[src/rtl/mul_bus_master_if.sv]
// Request/grant bus between mul_bus_master and the memory-mapped multiplier slave.
interface mul_bus_master_if;
    logic        M_req;
    logic        M_grant;
    logic        M_sel;
    logic        M_wr;
    logic [7:0]  M_address;
    logic [31:0] M_dout;
    logic [31:0] M_din;

    modport master (
        output M_req, M_sel, M_wr, M_address, M_dout,
        input  M_grant, M_din
    );

    modport slave (
        input  M_req, M_sel, M_wr, M_address, M_dout,
        output M_grant, M_din
    );
endinterface

[src/rtl/mul_bus_master.sv]
// Drives a memory-mapped 64x64 multiplier: write operands, start, wait, read product, clear.
// Build macro MUL_MASTER_IRQ_EN: wait for m_interrupt instead of polling the status register.
module mul_bus_master (
    input  logic             clk,
    input  logic             reset_n,
    input  logic             cmd_valid,
    output logic             cmd_ready,
    input  logic [63:0]      cmd_a,
    input  logic [63:0]      cmd_b,
    output logic             rsp_valid,
    output logic [127:0]     rsp_result,
    output logic             rsp_err,
    mul_bus_master_if.master bus,
    input  logic             m_interrupt
);

    localparam logic [3:0] S_IDLE  = 4'd0;
    localparam logic [3:0] S_REQ   = 4'd1;
    localparam logic [3:0] S_IE    = 4'd2;
    localparam logic [3:0] S_OP0   = 4'd3;
    localparam logic [3:0] S_OP1   = 4'd4;
    localparam logic [3:0] S_OP2   = 4'd5;
    localparam logic [3:0] S_OP3   = 4'd6;
    localparam logic [3:0] S_START = 4'd7;
    localparam logic [3:0] S_WAIT  = 4'd8;
    localparam logic [3:0] S_RD0   = 4'd9;
    localparam logic [3:0] S_RD1   = 4'd10;
    localparam logic [3:0] S_RD2   = 4'd11;
    localparam logic [3:0] S_RD3   = 4'd12;
    localparam logic [3:0] S_CLR1  = 4'd13;
    localparam logic [3:0] S_STOP  = 4'd14;
    localparam logic [3:0] S_CLR0  = 4'd15;

`ifdef MUL_MASTER_IRQ_EN
    localparam logic IRQ_VAL = 1'b1;
`else
    localparam logic IRQ_VAL = 1'b0;
    logic irq_unused;
    assign irq_unused = m_interrupt;
`endif

    logic [3:0]  state;
    logic [63:0] op_a;
    logic [63:0] op_b;
    logic [15:0] tmo;
    logic [15:0] tmo_next;
    logic        rd_cnt;
    logic        acc_active;
    logic        acc_wr;
    logic [7:0]  acc_addr;
    logic [31:0] acc_data;
    logic        rd_done;
    logic        acc_done;

    // Access currently owed by each state; it is held on the bus while grant is low.
    always_comb begin
        acc_active = 1'b0;
        acc_wr     = 1'b0;
        acc_addr   = '0;
        acc_data   = '0;
        case (state)
            S_IE:    begin acc_active = 1'b1; acc_wr = 1'b1; acc_addr = 8'h08; acc_data = {31'd0, IRQ_VAL}; end
            S_OP0:   begin acc_active = 1'b1; acc_wr = 1'b1; acc_addr = 8'h00; acc_data = op_a[31:0];  end
            S_OP1:   begin acc_active = 1'b1; acc_wr = 1'b1; acc_addr = 8'h01; acc_data = op_a[63:32]; end
            S_OP2:   begin acc_active = 1'b1; acc_wr = 1'b1; acc_addr = 8'h02; acc_data = op_b[31:0];  end
            S_OP3:   begin acc_active = 1'b1; acc_wr = 1'b1; acc_addr = 8'h03; acc_data = op_b[63:32]; end
            S_START: begin acc_active = 1'b1; acc_wr = 1'b1; acc_addr = 8'h0A; acc_data = 32'd1; end
`ifdef MUL_MASTER_IRQ_EN
            S_WAIT:  ;
`else
            S_WAIT:  begin acc_active = 1'b1; acc_addr = 8'h09; end
`endif
            S_RD0:   begin acc_active = 1'b1; acc_addr = 8'h04; end
            S_RD1:   begin acc_active = 1'b1; acc_addr = 8'h05; end
            S_RD2:   begin acc_active = 1'b1; acc_addr = 8'h06; end
            S_RD3:   begin acc_active = 1'b1; acc_addr = 8'h07; end
            S_CLR1:  begin acc_active = 1'b1; acc_wr = 1'b1; acc_addr = 8'h0B; acc_data = 32'd1; end
            S_STOP:  begin acc_active = 1'b1; acc_wr = 1'b1; acc_addr = 8'h0A; end
            S_CLR0:  begin acc_active = 1'b1; acc_wr = 1'b1; acc_addr = 8'h0B; end
            default: ;
        endcase
    end

    assign rd_done  = acc_active && !acc_wr && bus.M_grant && rd_cnt;
    assign acc_done = (acc_active && acc_wr && bus.M_grant) || rd_done;
    assign tmo_next = tmo + 16'd1;

    assign cmd_ready     = reset_n && (state == S_IDLE) && !rsp_valid;
    assign bus.M_req     = (state != S_IDLE);
    assign bus.M_sel     = acc_active && bus.M_grant;
    assign bus.M_wr      = acc_active && acc_wr;
    assign bus.M_address = acc_addr;
    assign bus.M_dout    = acc_data;

    always_ff @(posedge clk or negedge reset_n) begin
        if (!reset_n) begin
            state      <= S_IDLE;
            op_a       <= '0;
            op_b       <= '0;
            tmo        <= '0;
            rd_cnt     <= 1'b0;
            rsp_valid  <= 1'b0;
            rsp_result <= '0;
            rsp_err    <= 1'b0;
        end else begin
            rsp_valid <= 1'b0;
            // A read needs two consecutive granted cycles; a grant gap restarts the count.
            rd_cnt    <= acc_active && !acc_wr && bus.M_grant && !rd_cnt;

            if (rd_done) begin
                case (state)
                    S_RD0:   rsp_result[31:0]   <= bus.M_din;
                    S_RD1:   rsp_result[63:32]  <= bus.M_din;
                    S_RD2:   rsp_result[95:64]  <= bus.M_din;
                    S_RD3:   rsp_result[127:96] <= bus.M_din;
                    default: ;
                endcase
            end

            case (state)
                S_IDLE: begin
                    if (cmd_valid && cmd_ready) begin
                        op_a       <= cmd_a;
                        op_b       <= cmd_b;
                        tmo        <= '0;
                        rsp_err    <= 1'b0;
                        rsp_result <= '0;
                        state      <= S_REQ;
                    end
                end
                S_REQ: begin
                    if (bus.M_grant) state <= S_IE;
                end
                S_WAIT: begin
                    tmo <= tmo_next;
                    if (tmo_next == 16'hFFFF) begin
                        rsp_err <= 1'b1;
                        state   <= S_CLR1;
                    end
`ifdef MUL_MASTER_IRQ_EN
                    else if (m_interrupt) state <= S_RD0;
`else
                    else if (rd_done && bus.M_din[1:0] == 2'b01) state <= S_RD0;
`endif
                end
                S_CLR0: begin
                    if (acc_done) begin
                        state     <= S_IDLE;
                        rsp_valid <= 1'b1;
                    end
                end
                default: begin
                    if (acc_done) state <= state + 4'd1;
                end
            endcase
        end
    end

endmodule

[src/flat_wrapper.sv]
// flat-port wrapper written by rule: the top's interface ports become plain ports
module mul_bus_master_flat 
  (clk, reset_n, cmd_valid, cmd_ready, cmd_a, cmd_b, rsp_valid, rsp_result, rsp_err, m_interrupt, bus_M_req, bus_M_sel, bus_M_wr, bus_M_address, bus_M_dout, bus_M_grant, bus_M_din);
  mul_bus_master_if bus_i ();
  input  logic clk;
  input  logic reset_n;
  input  logic cmd_valid;
  output logic cmd_ready;
  input  logic [63:0] cmd_a;
  input  logic [63:0] cmd_b;
  output logic rsp_valid;
  output logic [127:0] rsp_result;
  output logic rsp_err;
  input  logic m_interrupt;
  output wire logic [$bits(bus_i.M_req)-1:0] bus_M_req;
  output wire logic [$bits(bus_i.M_sel)-1:0] bus_M_sel;
  output wire logic [$bits(bus_i.M_wr)-1:0] bus_M_wr;
  output wire logic [$bits(bus_i.M_address)-1:0] bus_M_address;
  output wire logic [$bits(bus_i.M_dout)-1:0] bus_M_dout;
  input wire logic [$bits(bus_i.M_grant)-1:0] bus_M_grant;
  input wire logic [$bits(bus_i.M_din)-1:0] bus_M_din;
  assign bus_M_req = bus_i.M_req;
  assign bus_M_sel = bus_i.M_sel;
  assign bus_M_wr = bus_i.M_wr;
  assign bus_M_address = bus_i.M_address;
  assign bus_M_dout = bus_i.M_dout;
  assign bus_i.M_grant = bus_M_grant;
  assign bus_i.M_din = bus_M_din;
  mul_bus_master u_core (.clk(clk), .reset_n(reset_n), .cmd_valid(cmd_valid), .cmd_ready(cmd_ready), .cmd_a(cmd_a), .cmd_b(cmd_b), .rsp_valid(rsp_valid), .rsp_result(rsp_result), .rsp_err(rsp_err), .bus(bus_i), .m_interrupt(m_interrupt));
endmodule
[config.mk]
export PLATFORM = sky130hd
export DESIGN_NAME = mul_bus_master_flat
export DESIGN_NICKNAME = d
export VERILOG_FILES = /design/src/rtl/mul_bus_master_if.sv /design/src/rtl/mul_bus_master.sv /design/src/flat_wrapper.sv
export SDC_FILE = /design/constraint.sdc
export NUM_CORES = 1
export LEC_CHECK = 0
export ABC_AREA = 1
export BUFFER_PORTS_ARGS = -buffer_cell sky130_fd_sc_hd__clkbuf_2
export CORE_MARGIN = 5
export CORE_UTILIZATION = 45
export CTS_BUF_LIST = sky130_fd_sc_hd__clkbuf_4
export CTS_CLUSTER_SIZE = 20
export DETAILED_ROUTE_END_ITERATION = 10
export GPL_ROUTABILITY_DRIVEN = 0
export PLACE_DENSITY_LB_ADDON = 0.25
export SLEW_MARGIN = 20
export SYNTH_ARGS = -nofsm -noshare
export SYNTH_HDL_FRONTEND = slang
export SYNTH_SLANG_ARGS = --single-unit
[constraint.sdc]
create_clock -name clk -period 4.9 [get_ports clk]
set_clock_uncertainty 0.05 [all_clocks]
set_input_delay 0.735 -clock clk [delete_from_list [all_inputs] [get_ports clk]]
set_output_delay 0.735 -clock clk [all_outputs]
set_load 0.01 [all_outputs]
Word-level counts from Yosys, hierarchy flattened

Cells that the tools add are included.

Reduce and logical (&&, ||, !) cells: 28
$lt $le $gt $ge: 0
Shifts and indexed selects: 0
Multipliers: 0
Bitwise gates (word level): 0
Equal/unequal tests: 22
Divide/modulo/power cells: 0
Muxes and demuxes: 25
Add/subtract/negate cells: 2

Operators by type and width:

| operator              | number |
|---|---|
| $mux 128              | 3 |
| $pmux 32 s5           | 1 |
| $mux 32               | 4 |
| $pmux 4 s11           | 1 |
| $eq 4x4->1 const B    | 8 |
| $pmux 16 s2           | 1 |
| $mux 4                | 6 |
| $add 16x1->16 const B | 1 |
| $eq 16x16->1 const B  | 1 |
| $eq 4x3->1 const B    | 4 |
| $mux 16               | 1 |
| $pmux 4 s4            | 1 |
| $reduce_or 14->1      | 1 |
| $logic_and 1x1->1     | 11 |
| $reduce_or 9->1       | 1 |
| $eq 4x2->1 const B    | 2 |
| $reduce_bool 4->1     | 2 |
| $mux 1                | 6 |
| $reduce_or 2->1       | 3 |
| $reduce_and 5->1      | 1 |
| $add 4x1->4 const B   | 1 |
| $eq 4x1->1 const B    | 1 |
| $logic_not 4->1       | 1 |
| $ne 2x1->1 const B    | 2 |
| other kinds (9)       | 13 |

Memories: 0
Bits of input ports: 165
Flip-flop bits (word level): 279
ROM bits: 0
RAM bits: 0
Bits in latches: 0

Depth between registers and ports, before layout

Gate-level depths: netlist of the first run.

Word-level depth: 11
Mapped depth: 15
Mapped depth without buffers: 15

Worst setup path before layout of the first run

OpenSTA, ideal clock, no wires.

Path type: reg-to-output
Start point: register u_core.state[0]
End point: output bus_M_dout[0]
Path buffers: 1
Slack: 2.707 ns
Data arrival time: 1.408 ns
Data required time: 4.115 ns
Stages on the path, launching flop included: 7
Path through: dfrtp_1 > ha_1 > nand2_1 > nor2_1 > clkbuf_1 > nand2_1 > nand4_1

Cells in the longest elaborated chain, start to end: 3

RTL lines:

| element                                         | RTL line              | source |
|---|---|---|
| start, declared                                 | mul_bus_master.sv:42  | `logic [3:0] state;` |
| start signal, assigned                          | mul_bus_master.sv:153 | `if (acc_done) state <= state + 4'd1;` |
| $eq 4x3->1 / $eq 4x4->1 (equally long branches) | mul_bus_master.sv:61  | `case (state)` |
| $reduce_or 2->1 (no source line)                | -                     |  |
| $pmux 32 s5 (*)                                 | mul_bus_master.sv:61  |  |
| end, declared                                   | flat_wrapper.sv:19    | `output wire logic [$bits(bus_i.M_dout)-1:0] bus_M_dout;` |

Every way passes the cells marked *; elsewhere a longest branch is shown, timed or not.

Final worst setup path of the first run

Start point: register u_core.state[0]
End point: output bus_M_dout[13]

The elaborated chain is that of the path after synthesis.

==> results of run 1 <==
-- kinds of logic after synthesis --
family	Yosys count	share of synthesized area, %
xor+xnor	1	0.0693
flops	279	55.2
simple gates	482	16.0
compound gates	281	11.3
buf+inv	129	5.42
mux	128	11.4
fa+ha+maj	6	0.594
other cells	1	0.0297
-- report_power, final --
group | internal, mW | switching, mW
clock | 1.22 | 0.951
sequential | 2.89 | 0.319
combinational | 0.858 | 1.02
-- registers in the layout, summed over array words and instances, names as in the netlist --
name               count
u_core.op_a           64
u_core.rd_cnt          1
u_core.op_b           64
u_core.tmo            16
u_core.rsp_valid       1
u_core.state           4
u_core.rsp_result    128
u_core.rsp_err         1
-- per-layer routing --
metal	track usage [%]	share of wire, %	vias to the layer above	wire (um)
li1	-	-	5152	-
met1	28.6	40	5180	14800
met2	35.7	46	440	17000
met3	8.37	10	74	3810
met4	9.67	3.6	2	1320
met5	0	0.054	-	20
-- final timing paths --
check	slack, ns	cells after the start	from	endpoint
max in group asynchronous	2.78	3	reset_n	u_core.op_b[48]
hold reg to reg	0.44	1	u_core.op_a[29]	u_core.op_a[29]
setup / recovery	1.11	8	u_core.state[0]	bus_M_dout[13]
setup reg to reg	1.77	15	u_core.state[0]	u_core.state[2]
hold / removal	0.24	2	cmd_a[31]	u_core.op_a[31]
min in group asynchronous	0.58	2	reset_n	u_core.rsp_err
-- cell usage after synthesis, types with 2 or more instances --
master      n
dfrtp_1   279
nand2_1   232
nor2_1    156
a21oi_1   129
o21ai_0   116
mux2_2     94
clkbuf_1   48
nand4_1    40
inv_1      38
nand3_1    36
mux2_1     34
o21ai_1    26
buf_6      23
o22ai_1     8
nand2_2     7
buf_4       6
ha_1        6
buf_2       5
inv_2       4
nor2_2      4
buf_1       3
clkinv_1    2
nor2_4      2
nor3_1      2
-- worst max-delay path: stages, from the launching register on --
cell and delay [ns]:
dfrtp_1 0.43, inv_1 0.10, ha_1 0.26, nand2_1 0.14
inv_1 0.77, buf_4 0.32, nand2_1 0.06, nand4_1 0.11
clkbuf_2 0.17
-- final cells by class --
cell class	count	area share, %
clock buffers	114	5.53
repair buffers	347	11.8
inverters	44	1.07
clock inverters	18	1.00
flip-flops and latches	279	45.2
multi-input cells	902	32.4
well taps	378	3.06
diodes	1	0.0162
==> reports/results.tsv, run 1 <==
metric	value	unit
cts_max_level	3	
synth_edf_count	0	
vias	10800	
start_util	45.5	%
fin_total_pwr	7.26	mW
grt_pass1_wl	57300	um
wl_per_cell	17.7	um
hpwl	24600	um
ir_worst_vdd	0.304	mV
post_cts_buffers	0	
final_cell_mix	clkbuf_2 (332), dfrtp_1 (279), nand2_1 (232)	
ys_types	31	
die_w	178	um
clkSlewWorstSetupHoldPaths	0.07	ns
post-route-util	55.7	%
crit_required	4.12	ns
async_flop_share	100	%
crit_path_start_kind	register	
portBuffers	333	
dieArea	31500	um^2
period_needed	3.79	ns
layout_commonest_cell	clkbuf_2	
seq_area	6980	um^2
yosys_register_bits	279	
fmax	264	MHz
cts_tree	done	
preCtsSetupSlack	1.73	ns
rsz0062_at_grt	no	
grt_max_degree	140	
coreArea	27800	um^2
seq_area_frac_synth	55.2	%
first_iter_violations	657	
leakage	7.81	nW
setup_viol	0	
clock-sinks	279	
nets	1822	
cts.path.max_buffers	3	
critPathKind	reg -> out	
max_cap_viol_count	0	
wl	37000	um
dp.cells	1949	
drtPass1Iterations	5	
synth_largest_area_cell	dfrtp_1	
final_area	15500	um^2
placed_area	14400	um^2
finalWorstSetupSlack	1.11	ns
fillers	2637	
maxSlewHeadroom	31.1	%
arrival	3.01	ns
die_h	178	um
synth_area	12600	um^2
hold_class	in -> reg	
multi_input_area	5010	um^2
synthFlopType	dfrtp_1	
worst_hold_slack	0.241	ns
synthCells	1307	
ys_warn_count	0	
area_delta_synth_final	22.3	%
hold_violations	0	
insertion_delay	0.64	ns
avgSynthCellArea	9.67	um^2
setup_tns	0	ns
ctsResizeCount	0	
rows	61	
post-route-drc-count	0	
yosysTopAreaCellShare	55.2	%
drv_slew	0	
clock-root-buffer	clkbuf_4	
grt_pass1_vias	10700	
antenna_found_initial	2	
postRouteAntennaNets	0	
cp_max_fo	25	
final_cells	2083	
power_density	470	nW/um^2
status	finished, final reports clean	
holdBufCountCts	1	
min_period_over_period	77.4	%
viasPerCell	5.21	
cts_made_buffers	77	
crit_path_end_kind	output pin	
netlist_top_cells_area	dfrtp_1 (55%), mux2_2 (8.4%), nand2_1 (6.9%), a21oi_1 (5.1%), nor2_1 (4.6%)	
layout-drive-gt1-share	34.1	%
ios	339	
worstMarginPinSlew	1.03	ns
grt_usage	22.8	%
grt_overflow	0	
Note: power is estimated with default switching activity, not from simulation.
==> run 2: changes to the inputs <==
--- a/config.mk
+++ b/config.mk
@@ -5,7 +5,7 @@
 export SDC_FILE = /design/constraint.sdc
 export NUM_CORES = 1
 export LEC_CHECK = 0
-export ABC_AREA = 1
+export ABC_AREA = 0
 export BUFFER_PORTS_ARGS = -buffer_cell sky130_fd_sc_hd__clkbuf_2
 export CORE_MARGIN = 5
 export CORE_UTILIZATION = 45
==> constraint.sdc (replaced) <==
create_clock -name clk -period 3.51 [get_ports clk]
set_clock_uncertainty 0.05 [all_clocks]
set_input_delay 0.5265 -clock clk [delete_from_list [all_inputs] [get_ports clk]]
set_output_delay 0.5265 -clock clk [all_outputs]
set_load 0.01 [all_outputs]
==> reports/results.tsv, run 2 <==
metric	value	unit
yosysTopAreaCellShare	57.2	%
hold_violations	0	
max_cap_viol_count	0	
coreArea	26800	um^2
min_from	cmd_b[40]	
intPower	7.37	mW
viasPerCell	5.18	
synthCells	1408	
cp_max_fo	31	
maxSlewHeadroom	43.9	%
final_cell_mix	nand2_1 (633), clkbuf_2 (332), dfrtp_1 (278)	
fmax	308	MHz
cts_tree	done	
setup_tns	0	ns
worstMarginPinSlew	0.841	ns
status	finished, final reports clean	
rr_startpoint	u_core.state[0]	
largest_register_ffs	128	
avgSynthCellArea	8.67	um^2
rsz0062_at_grt	no	
dieArea	30500	um^2
start_util	45.5	%
top_register	u_core.rsp_result	
leakage	8.64	nW
grt_max_degree	145	
hold_class	in -> reg	
period_needed	3.24	ns
power_density	715	nW/um^2
postRouteAntennaNets	0	
wl	37900	um
nets	2041	
antenna_found_initial	2	
rows	60	
critPathKind	reg -> out	
insertion_delay	0.65	ns
reg_top3	u_core.rsp_result (128), u_core.op_a (64), u_core.op_b (64)	
area_delta_synth_final	33.7	%
seq_area_frac_synth	57.2	%
cts_made_buffers	75	
post-route-drc-count	0	
ys_warn_count	0	
ios	339	
hpwl	23700	um
vias	11700	
synth_area	12200	um^2
synth_largest_area_cell	dfrtp_1	
synth_common_cells	nand2_1 (634), dfrtp_1 (279), a21oi_1 (114)	
synth_most_common_cell	nand2_1	
clock-root-buffer	clkbuf_4	
swShare	36.8	%
first_iter_violations	885	
clockPowerShare	23.6	%
grt_pass1_wl	61100	um
ys_types	47	
portBuffers	333	
pwr-share-comb	32.5	%
grt_overflow	0	
cts_max_level	3	
layout_commonest_cell	nand2_1	
pwr-share-seq	43.9	%
grt_usage	24.4	%
cts.path.max_buffers	3	
switchingPower	4.29	mW
worst_hold_slack	0.0508	ns
layout-drive-gt1-share	25.3	%
synthFlopType	dfrtp_1	
die_w	175	um
fin_total_pwr	11.7	mW
dp.cells	2012	
wl_met3	2750	um
wl_per_cell	16.8	um
wl_met2	18100	um
synth_edf_count	0	
drt-met1-wl	15300	um
async_flop_share	100	%
drtPass1Iterations	5	
final_cells	2254	
min_period_over_period	92.4	%
maxUsedRoutingLayer	met4	
crit_path_start_kind	register	
clock-sinks	279	
netlist_top_cells_area	dfrtp_1 (57%), nand2_1 (20%), a21oi_1 (4.7%), a22oi_1 (3.9%), mux2i_1 (2.8%)	
setup_viol	0	
arrival	2.67	ns
clkSlewWorstSetupHoldPaths	0.06	ns
crit_required	2.93	ns
yosys_register_bits	279	
die_h	175	um
drv_slew	0	
crit_start	u_core.state[1]	
crit_path_end_kind	output pin	
ir_worst_vdd	0.328	mV
grt_pass1_vias	11900	
run 2: cell types whose count changed after synthesis, sizes merged, moves of 14 or more:
cell,delta
clkbuf,+37
nor2,-111
buf,-24
a21oi,-14
nand4,-36
mux2,-127
nand3,-27
nand2,+395
inv,-33
o21ai,-106
a22oi,+64
mux2i,+34
run 2: kinds of logic (layout without fill, tap and decap cells):
kind of cell	after synthesis	in the layout	share of synthesized area, %
multiplexers	35	35	2.88
buffers and inverters	108	608	3.50
AND/OR/NAND/NOR	737	737	23.8
adder cells (fa/ha/maj)	6	6	0.615
other	1	6	0.0307
flip-flops	279	279	57.2
AO/OA/AOI/OAI	238	238	11.6
XOR/XNOR	4	4	0.287
run 2: worst max-delay path, stage by stage (launching register included):
cell	delay [ns]
dfrtp_1	0.42
inv_1	0.11
ha_1	0.41
and3_1	0.21
buf_4	0.38
a22oi_1	0.18
nand2_1	0.13
clkbuf_2	0.14
run 2: area by class of cell:
class | instances | area (um^2)
Sequential cell | 279 | 6980
Timing Repair Buffer | 480 | 3150
Fill cell | 2282 | 10500
Inverter | 10 | 37.5
Clock inverter | 9 | 66.3
Clock buffer | 109 | 818
Tap cell | 341 | 427
Multi-Input combinational cell | 1024 | 4830
Antenna cell | 2 | 5.00
run 2: worst paths after layout:
path,endpoint,slack [ns],cells past startpoint
worst max-delay path,bus_M_dout[31],0.27,7
worst min-delay path,u_core.op_b[40],0.05,3
worst max register to register,u_core.op_a[10],0.82,8
worst min register to register,u_core.op_a[9],0.42,2
max in group asynchronous,u_core.state[3],2.12,3
min in group asynchronous,u_core.op_b[62],0.27,2
run 2: per-layer routing:
metal | up-vias | GRT usage [%]
met5 | - | 0
met4 | 0 | 12.1
met3 | 110 | 6.58
met2 | 478 | 39.6
met1 | 5539 | 30.3
li1 | 5547 | -
run 2: what timing repair did:
action / in CTS / in global routing
setup endpoints to repair: 0 / 4
hold buffers: 120 / 1
endpoints found under the hold margin: 141 / 1
buffers inserted: 0 / 0
resized for setup: 0 / 2
run 2: power by group through the flow:
stage                     Sequential, mW  Clock, mW  Combinational [mW]
after detailed placement            5.15          0                3.67
after CTS                           5.10       2.84                3.79
final                               5.12       2.75                3.79
after global routing                5.27       3.02                4.22
after floorplan                     5.20          0                2.01
after global placement              5.11          0                3.59
run 2: per-stage QoR:
stage	setup WS, ns	area, um^2	utilization, %
2_1_floorplan	0.946	12200	-
4_1_cts	0.146	16300	60.7
3_3_place_gp	0.836	14200	52.9
3_5_place_dp	0.879	14200	52.9
6_report	0.266	16300	60.9
5_1_grt	0.0663	16300	60.9
==> run 3: changes to the inputs <==
==> constraint.sdc (replaced) <==
create_clock -name clk -period 3.51 [get_ports clk]
set_clock_uncertainty 0.05 [all_clocks]
set_input_delay 0.5265 -clock clk [delete_from_list [all_inputs] [get_ports clk]]
set_output_delay 0.5265 -clock clk [all_outputs]
set_load 0.02 [all_outputs]
==> reports/results.tsv, run 3 (synthesis gave the netlist of run 2 again) <==
metric	value	unit
status	finished, final reports clean	
worstMarginPinSlew	0.851	ns
setup_viol	0	
viasPerCell	5.23	
top_register	u_core.rsp_result	
postRouteAntennaNets	0	
clock-root-buffer	clkbuf_4	
reg2reg_slack	0.85	ns
antenna_found_initial	2	
clock-sinks	279	
hpwl	23700	um
crit_path_start_kind	register	
wl_per_cell	17.0	um
final_cell_mix	nand2_1 (633), clkbuf_2 (332), dfrtp_1 (278)	
layout_commonest_cell	nand2_1	
ios	339	
setup_tns	0	ns
hold_violations	0	
cts.path.max_buffers	3	
clkSlewWorstSetupHoldPaths	0.06	ns
rows	60	
cp_max_fo	13	
leakage	8.66	nW
cts_tree	done	
coreArea	26800	um^2
die_w	175	um
pwr-share-comb	35.4	%
pwr-share-seq	41.8	%
min_period_over_period	95.5	%
drv_slew	0	
fmax	298	MHz
clockPowerShare	22.9	%
portBuffers	333	
power_density	750	nW/um^2
ir_worst_vdd	0.398	mV
period_needed	3.35	ns
rsz0062_at_grt	no	
grt_overflow	0	
start_util	45.5	%
maxSlewHeadroom	43.2	%
grt_max_degree	143	
cts_made_buffers	77	
grt_usage	24.6	%
area_delta_synth_final	34.0	%
layout-drive-gt1-share	25.4	%
cts_max_level	3	
largest_register_ffs	128	
grt_pass1_wl	61700	um
vias	11800	
post-route-drc-count	0	
crit_required	2.93	ns
hold_class	in -> reg	
crit_path_end_kind	output pin	
first_iter_violations	912	
intPower	7.36	mW
swShare	40.0	%
insertion_delay	0.64	ns
fin_total_pwr	12.3	mW
dieArea	30500	um^2
critPathKind	reg -> out	
die_h	175	um
grt_pass1_vias	12000	
arrival	2.78	ns
nets	2044	
switchingPower	4.91	mW
wl	38500	um
drtPass1Iterations	7	
reg_top3	u_core.rsp_result (128), u_core.op_a (64), u_core.op_b (64)	
max_cap_viol_count	0	
==> run 3: changes by cell type in the layout (fill, tap and decap cells not counted), moves of 2 or more <==
cell,previous run,this run
clkbuf_4,109,113
buf_6,0,2
dlygate4sd3_1,121,123
clkinv_2,1,3
buf_4,21,19
clkinv_1,4,9
==> run 3: final cells by class <==
cell class	instances	area [um^2]
Fill cell	2289	10500
Sequential cell	279	6980
Multi-Input combinational cell	1024	4830
Timing Repair Buffer	481	3150
Clock buffer	113	848
Tap cell	341	427
Clock inverter	16	67.6
Inverter	10	37.5
Antenna cell	2	5.00
==> run 3: final timing paths <==
kind                                 startpoint              end  cells after the start
worst max-delay path            u_core.state[0]   bus_M_dout[30]                      7
worst min-delay path                  cmd_a[59]  u_core.op_a[59]                      3
worst max register to register  u_core.state[0]  u_core.op_a[42]                      8
worst min register to register  u_core.op_a[41]  u_core.op_a[41]                      2
max in group asynchronous               reset_n  u_core.state[3]                      3
min in group asynchronous               reset_n    u_core.tmo[8]                      2
==> run 3: repair_timing <==
item / CTS / global route
hold buffers: 123 / 0
endpoints found under the setup margin: 0 / 5
endpoints found under the hold margin: 141 / 0
resized for setup: 0 / 2
buffers inserted: 0 / 0
==> run 3: power groups by stage <==
stage	sequential, mW	clock [mW]	combinational (mW)
after floorplan	5.56	0	2.16
after global placement	5.11	0	4.12
after detailed placement	5.15	0	4.20
after CTS	5.10	2.90	4.32
after global routing	5.26	3.08	4.77
final	5.13	2.80	4.34
==> run 3: metrics by stage <==
step / hold slack, ns / util, % / cells / instance area [um^2] / worst slack [ns]
2_1_floorplan: 0.181 / - / 1411 / 12200 / 0.612
3_3_place_gp: 0.327 / 52.9 / 2012 / 14200 / 0.802
3_5_place_dp: 0.327 / 52.9 / 2012 / 14200 / 0.841
4_1_cts: 0.000651 / 60.9 / 2264 / 16300 / 0.0809
5_1_grt: 0.0103 / 61.0 / 2266 / 16300 / 0.00711
6_report: 0.0598 / 61.0 / 2266 / 16300 / 0.158
==> run 3: per-layer routing <==
metal	share of wire, %	global-route usage [%]	vias up
met3	6.5	5.45	105
met4	4.3	12.2	0
li1	-	-	5566
met1	40	30.9	5670
met2	49	40.5	504
met5	0	0	-
==> run 3: critical path, stage by stage, from the launching register on <==
cell,delay (ns)
dfrtp_1,0.43
inv_1,0.14
ha_1,0.32
and3_1,0.51
buf_4,0.32
a22oi_1,0.12
nand2_1,0.10
clkbuf_2,0.17
